[src/rtl/crc16_word_packer.sv]
// crc16_word_packer: packs a valid/ready byte stream into 64-bit words, MSB-first,
// for a downstream CRC-16 engine. Each frame is BLOCK_BYTES data bytes followed by
// two received CRC bytes. At frame start the packer pulses initialize. It pulses
// crc16_enable once per packed word. After the trailing CRC bytes are captured it
// pulses crc_valid.
module crc16_word_packer #(
  parameter int unsigned BLOCK_BYTES = 512
) (
  input  logic        clk,
  input  logic        rst,
  input  logic        start,
  input  logic        abort,
  input  logic [7:0]  byte_in,
  input  logic        byte_valid,
  output logic        byte_ready,
  output logic        initialize,
  output logic        crc16_enable,
  output logic [63:0] crc16_DI,
  output logic [15:0] crc16_I,
  output logic        crc_valid,
  output logic        busy,
  output logic        frame_err
);

  localparam int unsigned WORDS = BLOCK_BYTES / 8;
  localparam int unsigned WCW   = $clog2(WORDS + 1);

  localparam logic [WCW-1:0] LAST_WORD = WCW'(WORDS - 1);

  localparam logic [2:0] IDLE   = 3'd0;
  localparam logic [2:0] INIT   = 3'd1;
  localparam logic [2:0] DATA   = 3'd2;
  localparam logic [2:0] CRC_HI = 3'd3;
  localparam logic [2:0] CRC_LO = 3'd4;
  localparam logic [2:0] DONE   = 3'd5;

  logic [2:0]     state_q, state_d;
  // Only the first seven bytes of a word need storing; the eighth goes straight
  // into the output word.
  logic [55:0]    sr_q, sr_d;
  logic [2:0]     lane_q, lane_d;
  logic [WCW-1:0] word_q, word_d;
  logic [63:0]    di_q, di_d;
  logic           en_q, en_d;
  logic           init_q, init_d;
  logic [15:0]    crci_q, crci_d;
  logic           crcv_q, crcv_d;
  logic           ferr_q, ferr_d;

  logic           ready;
  logic           xfer;

  // Handshake: decoded from registered state so byte_ready has no input path.
  always_comb begin
    ready = (state_q == DATA) || (state_q == CRC_HI) || (state_q == CRC_LO);
    xfer  = ready && byte_valid;
  end

  // Next-state logic: FSM, shift register, counters and output registers.
  always_comb begin
    state_d = state_q;
    sr_d    = sr_q;
    lane_d  = lane_q;
    word_d  = word_q;
    di_d    = di_q;
    en_d    = 1'b0;
    init_d  = 1'b0;
    crci_d  = crci_q;
    crcv_d  = 1'b0;
    ferr_d  = ferr_q;

    // A start that arrives while a frame is running is flagged, but the running
    // frame is not disturbed.
    if (start && (state_q != IDLE)) begin
      ferr_d = 1'b1;
    end

    if (abort && (state_q != IDLE)) begin
      // Drop the frame. The packed word and captured CRC keep their last values.
      state_d = IDLE;
    end else begin
      case (state_q)
        IDLE: begin
          // When abort and start arrive together, abort wins and the FSM stays here.
          if (start && !abort) begin
            state_d = INIT;
            init_d  = 1'b1;
            ferr_d  = 1'b0;
          end
        end
        INIT: begin
          lane_d  = 3'd0;
          word_d  = '0;
          state_d = DATA;
        end
        DATA: begin
          if (xfer) begin
            sr_d   = {sr_q[47:0], byte_in};
            lane_d = lane_q + 3'd1;
            if (lane_q == 3'd7) begin
              di_d   = {sr_q, byte_in};
              en_d   = 1'b1;
              word_d = word_q + WCW'(1);
              if (word_q == LAST_WORD) begin
                state_d = CRC_HI;
              end
            end
          end
        end
        CRC_HI: begin
          if (xfer) begin
            crci_d[15:8] = byte_in;
            state_d      = CRC_LO;
          end
        end
        CRC_LO: begin
          if (xfer) begin
            crci_d[7:0] = byte_in;
            crcv_d      = 1'b1;
            state_d     = DONE;
          end
        end
        DONE: begin
          state_d = IDLE;
        end
        default: begin
          state_d = IDLE;
        end
      endcase
    end
  end

  // State registers, cleared asynchronously by the active-low reset.
  always_ff @(posedge clk or negedge rst) begin
    if (!rst) begin
      state_q <= IDLE;
      sr_q    <= '0;
      lane_q  <= '0;
      word_q  <= '0;
      di_q    <= '0;
      en_q    <= 1'b0;
      init_q  <= 1'b0;
      crci_q  <= '0;
      crcv_q  <= 1'b0;
      ferr_q  <= 1'b0;
    end else begin
      state_q <= state_d;
      sr_q    <= sr_d;
      lane_q  <= lane_d;
      word_q  <= word_d;
      di_q    <= di_d;
      en_q    <= en_d;
      init_q  <= init_d;
      crci_q  <= crci_d;
      crcv_q  <= crcv_d;
      ferr_q  <= ferr_d;
    end
  end

  // Output mapping.
  always_comb begin
    byte_ready   = ready;
    busy         = (state_q != IDLE);
    initialize   = init_q;
    crc16_enable = en_q;
    crc16_DI     = di_q;
    crc16_I      = crci_q;
    crc_valid    = crcv_q;
    frame_err    = ferr_q;
  end

endmodule
[config.mk]
export PLATFORM = sky130hd
export DESIGN_NAME = crc16_word_packer
export DESIGN_NICKNAME = d
export VERILOG_FILES = /design/src/rtl/crc16_word_packer.sv
export SDC_FILE = /design/constraint.sdc
export NUM_CORES = 1
export LEC_CHECK = 0
export CAP_MARGIN = 20
export CORE_MARGIN = 2
export CORE_UTILIZATION = 30
export CTS_BUF_LIST = sky130_fd_sc_hd__clkbuf_2 sky130_fd_sc_hd__clkbuf_4 sky130_fd_sc_hd__clkbuf_8
export DETAILED_ROUTE_END_ITERATION = 6
export PLACE_DENSITY = 0.61
export SYNTH_ARGS = -nofsm -noshare
export SYNTH_HDL_FRONTEND = slang
export SYNTH_SLANG_ARGS = --single-unit
[constraint.sdc]
create_clock -name clk -period 1.85 [get_ports clk]
set_input_delay 0.37 -clock clk [delete_from_list [all_inputs] [get_ports clk]]
set_output_delay 0.37 -clock clk [all_outputs]
set_load 0.02 [all_outputs]
==> results_dict.tcl <==
set metrics [dict create \
    dp_hpwl_um 8492 \
    fin_ws_ps -11.42 \
    min_path_type "in -> async" \
    min_period_over_period_pct 100.6 \
    drive_gt1_share_pct 40.93 \
    maxCapViolCount 0 \
    status "complete, but fails checks" \
    final-setup-viol-count 13 \
    synth_top_area_share_pct 61.64 \
    cp-start-kind "flop" \
    drtPass1Iterations 4 \
    end_kind "flop" \
    via_count 3645 \
    worstMarginPinSlew_ps 524.8 \
    dp_cells 764 \
    grt_max_degree 57 \
    post-route-min-period_ps 1861 \
    drt-initial-drc-count 192 \
    power_frac_seq_pct 52.2 \
    synth.cell_area_um2 6211 \
    via_per_inst 4.528 \
    synth-seq-cells 153 \
    core_area_um2 20300 \
    violations "negative setup slack" \
    critPathMaxFanout 7 \
    p_int_mw 5.697 \
    io_pins 99 \
    crit_type "reg -> reg" \
    ys_top_cells_by_area "dfrtp_1 62%, mux2_2 17%, mux2_4 9.7%" \
    synth_area_leader_cell "dfrtp_1" \
    grt_usage_pct 11.93 \
    overflow 0 \
    switching_share_pct 23.62 \
    ctsHtreeMaxLevel 4 \
    initial_utilization_pct 30.60 \
    clock_skew_ps 12.85 \
    dieArea_um2 21870 \
    antenna_found_initial 0 \
    syn-num-nets 402 \
    cts_tree "built" \
    max_freq_ghz 0.5372 \
    layout.nets 539 \
    synth_compound_area_share_pct 2.921 \
    arrival_ps 2170 \
    yosysSeqAreaShare_pct 61.64 \
    rows 52 \
    synthSimpleGateAreaFrac_pct 4.170 \
    synth_common_cells "153 x dfrtp_1, 95 x mux2_2, 40 x mux2_4" \
    synth_top_flop_cell "dfrtp_1" \
    synth-edff-count 0 \
    synthMuxAreaShare_pct 27.26 \
    synthAdderAreaFrac_pct 0.6044 \
    numCtsBuffers 17 \
    synthXorXnorAreaFrac_pct 0 \
    dieHeight_um 147.9 \
    yosysWarnings 0 \
    clock_latency_ps 430 \
    power.density_nw_per_um2 886.4 \
    wl_um 13030 \
    clock_path_buffers 2 \
    syn_avg_cell_area_um2 16.09 \
    root_buffer "clkbuf_8" \
    final_antenna_net_count 0 \
    ys_types 40 \
    peakVddDrop_mv 0.5216 \
    cp.required_ps 2160 \
    finalNonFillerCells 805 \
    synth_top_family_by_area "multiplexers" \
    switchingPower_mw 1.762 \
    grt_pass1_wl_um 20710 \
    n_antenna_cell 0 \
    io_buffers 98 \
    gp_congestion 0.6855 \
    hold_violations 0 \
    syn_to_final_growth_pct 35.48 \
    dieWidth_um 147.9 \
    clkPwrFrac_pct 37.0 \
    report.power.total_mw 7.458 \
    post-synth-top-count-cell "dfrtp_1" \
    postSynthCellCount 386 \
    clock_sinks 153 \
    p_leak_nw 4.509 \
    p_comb_share_pct 10.8 \
    grt_pass1_vias 3830 \
    wire_per_inst_um 16.18 \
    post-route-util_pct 41.45 \
    async_flop_share_pct 100.0 \
    finalMaxSlewViolations 0 \
    path_clk_slew_ps 80 \
    rsz0062_at_grt "true" \
    drc 0 \
    slew_headroom_pct 65.02 \
]
## final timing paths
check	start	endpoint	slack, ps	cells past startpoint
worst min register to register	sr_q[48]$_DFFE_PN0P_	sr_q[48]$_DFFE_PN0P_	510	1
worst min-delay path	rst	crc16_DI[59]$_DFFE_PN0P_	470	2
max in group asynchronous	rst	state_q[1]$_DFFE_PN0P_	820	3
worst max register to register	lane_q[0]$_DFFE_PN0P_	crc16_DI[15]$_DFFE_PN0P_	-10	6
worst max-delay path	lane_q[0]$_DFFE_PN0P_	crc16_DI[15]$_DFFE_PN0P_	-10	6
min in group clk	sr_q[48]$_DFFE_PN0P_	sr_q[48]$_DFFE_PN0P_	510	1
## cells in the final DEF, fill, tap and decap left out, types with 2 or more instances in the layout
cell and instances:
a21oi_1 7, mux2_4 50, buf_4 21, buf_12 8
clkdlybuf4s50_1 60, mux2_1 2, dlygate4sd2_1 2, o21ai_0 5
nand4_1 2, nand2b_1 3, a31oi_1 5, buf_6 7
dlymetal6s2s_1 33, inv_1 4, and2_1 2, clkinv_2 3
nand4b_1 3, bufinv_16 4, dfrtp_1 150, and3_1 4
nand2_1 7, mux2_2 85, nand3_1 5, clkbuf_4 4
a41oi_1 3, clkbuf_16 4, dfrtp_2 3, clkbuf_8 19
o211ai_1 4
## critical path, stage by stage, from the launching register on
cell,delay (ps)
dfrtp_1,360
ha_2,190
ha_4,130
and3b_2,230
and2_4,300
clkbuf_16,220
mux2_4,300
## per-stage QoR
step	TNS (ps)	hold slack [ps]	cell area, µm²	setup WS (ps)
after detailed placement	-22880	367.5	7675	-220.7
after global routing	-2400	476.8	8414	-68.92
final	-52.17	469.4	8414	-11.42
after floorplan	-553.3	74.41	6230	-13.83
after global placement	-20820	358.3	7675	-201.6
after CTS	-278.8	464.3	8122	-36.04
## logic make-up (layout without fill, tap and decap cells)
family,count (synthesis),after routing
DFF,153,153
muxes,137,137
adders and majority gates,3,3
and+or+nand+nor,41,42
buffers and inverters,24,172
AOI/OAI and AO/OA,28,28
## power groups by stage
stage,clock network (mW),logic (mW),registers [mW]
final,2.76,0.807,3.89
after global routing,3.02,0.889,3.94
after CTS,2.85,0.800,3.90
after detailed placement,0,0.793,3.96
after global placement,0,0.760,3.95
after floorplan,0,0.371,3.94
## per-layer routing
layer | track usage, % | share of wire (%)
met2 | 18.44 | 48
met5 | 0 | 0
met1 | 16.02 | 46
met4 | 2.333 | 0.67
met3 | 4.784 | 5.5
## final cells by class
cell class	count	area, µm²
Inverter	4	15.01
Sequential cell	153	3832
Tap cell	270	337.8
Multi-Input combinational cell	210	2251
Clock inverter	8	143.9
Fill cell	1880	11890
Clock buffer	23	291.5
Timing Repair Buffer	137	1543
## sequential cells by signal, indices dropped and copies added, names as in the netlist
signal        cells
lane_q            3
crc16_I          16
crc_valid         1
crc16_DI         64
word_q            7
initialize        1
sr_q             56
frame_err         1
state_q           3
crc16_enable      1
## what timing repair did
item                                   CTS  global route
pin swaps                                1             3
setup endpoints to repair               23            87
setup buffers                            1             1
gates resized for setup                 14            53
cloned                                   0             7
hold buffers                             1             0
endpoints found under the hold margin   45             0
(Power assumes the default switching activity.)
